`src/rtl/fifo_array_skew_reader_pkg.sv`:
```
// Shared definitions for the skewed FIFO-array reader: FSM encodings and default sizes.
// The encodings match those used by the FIFO array and the PE grid.
package fifo_array_skew_reader_pkg;

  typedef enum logic [1:0] {
    ST_IDLE  = 2'd0,
    ST_RUN   = 2'd1,
    ST_FLUSH = 2'd2,
    ST_DONE  = 2'd3
  } state_t;

  localparam int DEF_DATA_SIZE  = 16;
  localparam int DEF_ARRAY_SIZE = 9;
  localparam int DEF_LEN_W      = 12;

  function automatic logic [31:0] sat_inc32(input logic [31:0] v);
    return (&v) ? v : v + 32'd1;
  endfunction

endpackage

```
`src/rtl/fifo_array_skew_reader_skew_lane.sv`:
```
// One lane of the skewed reader: active-window compare, read-valid register
// and zero-fill of the word handed to the PE edge.
module skew_lane #(
  parameter int DATA_SIZE = 16,
  parameter int T_W       = 16,
  parameter int LANE      = 0
) (
  input  logic                 clk,
  input  logic                 rst_n,
  input  logic [T_W-1:0]       i_t,
  input  logic [T_W-1:0]       i_len,
  input  logic                 i_step_en,
  input  logic [DATA_SIZE-1:0] i_fifo_word,
  output logic                 o_active,
  output logic                 o_r_en,
  output logic                 o_valid,
  output logic [DATA_SIZE-1:0] o_word
);

  localparam logic [T_W-1:0] LANE_IDX = T_W'(LANE);

  logic           w_lo_ok;
  logic [T_W-1:0] w_end;
  logic           r_valid;

  // Lane 0 has no lower bound, so the compare is elided there.
  if (LANE == 0) begin : g_lo_first
    assign w_lo_ok = 1'b1;
  end else begin : g_lo_cmp
    assign w_lo_ok = (i_t >= LANE_IDX);
  end

  assign w_end    = LANE_IDX + i_len;
  assign o_active = w_lo_ok && (i_t < w_end);
  assign o_r_en   = o_active && i_step_en;

  always_ff @(posedge clk or negedge rst_n) begin
    if (!rst_n) begin
      r_valid <= 1'b0;
    end else begin
      r_valid <= o_r_en;
    end
  end

  assign o_valid = r_valid;
  assign o_word  = r_valid ? i_fifo_word : '0;

endmodule

```
`src/rtl/fifo_array_skew_reader.sv`:
```
// Drains ARRAY_SIZE FIFOs on a diagonal schedule (lane i lags lane 0 by i cycles).
// Define FIFO_SKEW_READER_STATS_EN to add the 32-bit stall_cycles counter output.
module fifo_array_skew_reader
  import fifo_array_skew_reader_pkg::*;
#(
  parameter int DATA_SIZE  = DEF_DATA_SIZE,
  parameter int ARRAY_SIZE = DEF_ARRAY_SIZE,
  parameter int LEN_W      = DEF_LEN_W
) (
  input  logic                            clk,
  input  logic                            rst_n,
  input  logic                            start,
  input  logic [LEN_W-1:0]                length,
  input  logic [ARRAY_SIZE-1:0]           empty,
  input  logic [DATA_SIZE*ARRAY_SIZE-1:0] fifo_data,
  output logic [ARRAY_SIZE-1:0]           r_en,
  output logic [DATA_SIZE*ARRAY_SIZE-1:0] out_data,
  output logic [ARRAY_SIZE-1:0]           out_valid,
  output logic                            busy,
  output logic                            stall,
`ifdef FIFO_SKEW_READER_STATS_EN
  output logic [31:0]                     stall_cycles,
`endif
  output logic                            done
);

  localparam int T_W = LEN_W + 4;

  state_t                r_state, w_state_next;
  logic [T_W-1:0]        r_t, w_t_next;
  logic [T_W-1:0]        r_len, w_len_next;
  logic [T_W-1:0]        w_t_last;
  logic [ARRAY_SIZE-1:0] w_active;
  logic                  w_run;
  logic                  w_stall;
  logic                  w_step_en;
  logic                  w_accept;

  assign w_run     = (r_state == ST_RUN);
  // Any active lane running dry freezes the whole diagonal so the skew survives.
  assign w_stall   = w_run && |(w_active & empty);
  assign w_step_en = w_run && !w_stall;
  assign w_accept  = (r_state == ST_IDLE) && start;
  // Wraps harmlessly to L-1 when ARRAY_SIZE is 1.
  assign w_t_last  = r_len + T_W'(ARRAY_SIZE - 2);

  for (genvar gi = 0; gi < ARRAY_SIZE; gi++) begin : g_lane
    skew_lane #(
      .DATA_SIZE(DATA_SIZE),
      .T_W      (T_W),
      .LANE     (gi)
    ) u_lane (
      .clk        (clk),
      .rst_n      (rst_n),
      .i_t        (r_t),
      .i_len      (r_len),
      .i_step_en  (w_step_en),
      .i_fifo_word(fifo_data[gi*DATA_SIZE +: DATA_SIZE]),
      .o_active   (w_active[gi]),
      .o_r_en     (r_en[gi]),
      .o_valid    (out_valid[gi]),
      .o_word     (out_data[gi*DATA_SIZE +: DATA_SIZE])
    );
  end

  always_comb begin
    w_state_next = r_state;
    w_t_next     = r_t;
    w_len_next   = r_len;
    case (r_state)
      ST_IDLE: begin
        if (start) begin
          w_len_next   = {4'b0000, length};
          w_t_next     = '0;
          w_state_next = (length != '0) ? ST_RUN : ST_DONE;
        end
      end
      ST_RUN: begin
        if (!w_stall) begin
          w_t_next = r_t + 1'b1;
          if (r_t == w_t_last) begin
            w_state_next = ST_FLUSH;
          end
        end
      end
      ST_FLUSH: w_state_next = ST_DONE;
      ST_DONE:  w_state_next = ST_IDLE;
      default:  w_state_next = ST_IDLE;
    endcase
  end

  always_ff @(posedge clk or negedge rst_n) begin
    if (!rst_n) begin
      r_state <= ST_IDLE;
      r_t     <= '0;
      r_len   <= '0;
    end else begin
      r_state <= w_state_next;
      r_t     <= w_t_next;
      r_len   <= w_len_next;
    end
  end

  assign busy  = (r_state != ST_IDLE);
  assign done  = (r_state == ST_DONE);
  assign stall = w_stall;

`ifdef FIFO_SKEW_READER_STATS_EN
  logic [31:0] r_stall_cycles;

  always_ff @(posedge clk or negedge rst_n) begin
    if (!rst_n) begin
      r_stall_cycles <= '0;
    end else if (w_accept) begin
      r_stall_cycles <= '0;
    end else if (w_stall) begin
      r_stall_cycles <= sat_inc32(r_stall_cycles);
    end
  end

  assign stall_cycles = r_stall_cycles;
`else
  logic w_unused_accept;
  assign w_unused_accept = w_accept;
`endif

endmodule

```
`config.mk`:
```
export PLATFORM = sky130hd
export DESIGN_NAME = fifo_array_skew_reader
export DESIGN_NICKNAME = d
export VERILOG_FILES = /design/src/rtl/fifo_array_skew_reader_pkg.sv /design/src/rtl/fifo_array_skew_reader_skew_lane.sv /design/src/rtl/fifo_array_skew_reader.sv
export SDC_FILE = /design/constraint.sdc
export NUM_CORES = 1
export LEC_CHECK = 0
export CORE_MARGIN = 10
export CORE_UTILIZATION = 46
export DETAILED_ROUTE_END_ITERATION = 7
export PLACE_DENSITY = 0.9
export REMOVE_ABC_BUFFERS = 1
export SLEW_MARGIN = 15
export SYNTH_ARGS = -nofsm -noshare
export SYNTH_HDL_FRONTEND = slang
export SYNTH_SLANG_ARGS = --single-unit
export TNS_END_PERCENT = 100
```
`constraint.sdc`:
```
create_clock -name clk -period 15.5 [get_ports clk]
set_input_delay 3.875 -clock clk [delete_from_list [all_inputs] [get_ports clk]]
set_output_delay 3.875 -clock clk [all_outputs]
set_load 0.01 [all_outputs]
```
==> run metrics <==
WL per Instance 24.2 um; Die Span Y 142 um; Post-Syn Area 6820 um2; Residual DRC 0; Routability Congestion 1.01; TritonCTS Sinks 39; fraction of layout cells with a size suffix above 1 2.86%; DR vias 7921; # Post-CTS Setup Buffers 0; Yosys reg bits 39; CP endpoint kind output pin; Hold Crit Depth 2; arrival time at the worst endpoint 6.84 ns; total track usage 30.3%; Max rail drop VDD 0.142 mV; Buffers on Ports 332; cell count after synthesis 870; # fillers 1114; H-tree levels 2; TritonCTS Buffers 5; # resized after CTS 0; DIE AREA 20100 um2; Worst Path Required 11.62 ns; hold buffer count at cts 0; fin crit share 69.2%; placed inst area 10100 um2; Pwr Density 136 nW/um2; wire length of the first global-routing pass 47.9 mm; CTS clk-pin slew, worst paths 0.06 ns; fraction of registers with async set/reset 100%; hpwl dp 26.8 mm; Synth top area share 22.4%; total wire length 32.4 mm; # IOs 333; worst rel slew slack 17.4%; clock tree buffer depth 2; Avg Inst Size Synth 7.84 um2; Max-Cap Viols 0; EDFF count, synth 0; CP Launch Type input port; Area Overhead vs Synth 49.9%; crit-path max FO 33; DRT iter0 DRCs 833; Synth Warn # 0; die width 142 um; multi-input logic area 5430 um2; post-route minimum period 10.72 ns; Clock Skew 0.0158 ns; Fin. Hold Viols 0; TNS Setup 0 ns; Root Driver clkbuf_16; most frequent cells in the layout clkdlybuf4s50_1 (331), and2_1 (146), ha_1 (122); final instance area 10200 um2; largest net degree at the start of global routing 40; f_max 93.3 MHz; vias per inst 5.91; antenna-violating nets left 0; leakage 4.32 nW; final net count 1444; fin. max-slew vios 0; initial core utilization 46.9%; first-pass iteration count of the detailed router 6; Seq/Total Area, Yosys 14.3%; setup ws final 4.78 ns; antenna violations before repair 1; Rows 44; FF+latch area 976 um2; Place WS 4.84 ns; CTS tree yes; Area contributors post-synth ha_1 (22%), dfrtp_1 (14%), and2_1 (13%); Crit Path Category in2out; dominant synthesized flop cell dfrtp_1; Reg2Reg Depth 15; worst skew pair latency 0.30 ns; vias in the first global route 7470; RSZ-0062 raised after global routing false; global route overflow 0; status completed; synth unique cells 58; Worst Max-Slew Pin Slew 1.23 ns; largest area contributor in the netlist ha_1; worst hold path type reg2reg; most common cell after layout, fill and taps aside clkdlybuf4s50_1; Placeable Area 14500 um2; Setup-failing EPs final 0
==> final timing paths <==
check	endpoint	slack, ns	from
setup / recovery	r_en[7]	4.78	empty[3]
hold / removal	r_t[15]	0.62	r_t[15]
setup reg to reg	g_lane[7].u_lane.o_valid	9.77	r_len[3]
hold reg to reg	r_t[15]	0.62	r_t[15]
max in group asynchronous	r_t[2]	11.20	rst_n
min in group asynchronous	r_t[5]	3.71	rst_n
==> routing by layer <==
metal	part of all wire [%]	routed length (um)	global-route usage, %
met4	2.0	641	5.76
met2	46	15000	49.1
met3	11	3520	7.61
met1	41	13300	39.8
met5	0.022	7	0
==> worst max-delay path, cell delays in order <==
cell and delay (ns):
clkdlybuf4s50_1 0.39, and4_1 0.15, nand3_1 0.16, and4_1 0.27, nand4b_4 0.41, or3_1 0.65, nor4b_2 0.32, clkdlybuf4s50_1 0.61
==> sequential cells by signal, indices dropped and copies added (netlist names) <==
name,flops
g_lane.u_lane.o_valid,9
r_state,2
r_t,16
r_len,12
==> stage by stage <==
stage	hold WS [ns]	instances	utilization (%)	total power, mW
5_1_grt	0.707	1339	70.3	1.49
4_1_cts	0.615	1339	70.3	1.36
3_5_place_dp	0.597	1331	69.3	1.25
2_1_floorplan	0.542	813	-	0.867
3_3_place_gp	0.579	1331	69.3	1.22
6_report	0.622	1340	70.3	1.39
==> report_power, final <==
part,internal (mW),leakage [nW],total (mW),switching [mW]
sequential,0.133,0.505,0.259,0.125
combinational,0.455,3.75,1.02,0.567
clock,0.0596,0.0669,0.106,0.0468
total,0.647,4.32,1.39,0.739
==> synthesized netlist by cell type (13+ instances only) <==
library cell,count
and2_1,146
ha_1,122
nand2_1,72
xnor2_1,69
nor2_1,46
nand3_1,45
a21oi_1,43
dfrtp_1,39
clkbuf_1,34
inv_1,24
o21ai_0,21
buf_4,18
nor3_1,14
o211ai_1,14
nand4_1,13
==> cells by family after synthesis <==
family | count (synthesis) | share of synthesized area, %
buffers and inverters | 86 | 6.09
AOI/OAI and AO/OA | 127 | 12.1
muxes | 15 | 2.42
and+or+nand+nor | 410 | 33.6
xor gates and xnor gates | 71 | 9.12
DFF | 39 | 14.3
adders and majority gates | 122 | 22.4
==> cell type report <==
class                   instances  share of cell area [%]
flip-flops and latches         39                    9.55
diodes                          1                  0.0245
clock buffers                   6                    1.26
multi-input cells             745                    53.1
inverters                      29                    1.07
repair buffers                334                    32.6
clock inverters                 2                   0.122
well taps                     184                    2.25
No activity file was read; power rests on OpenSTA's default activity.
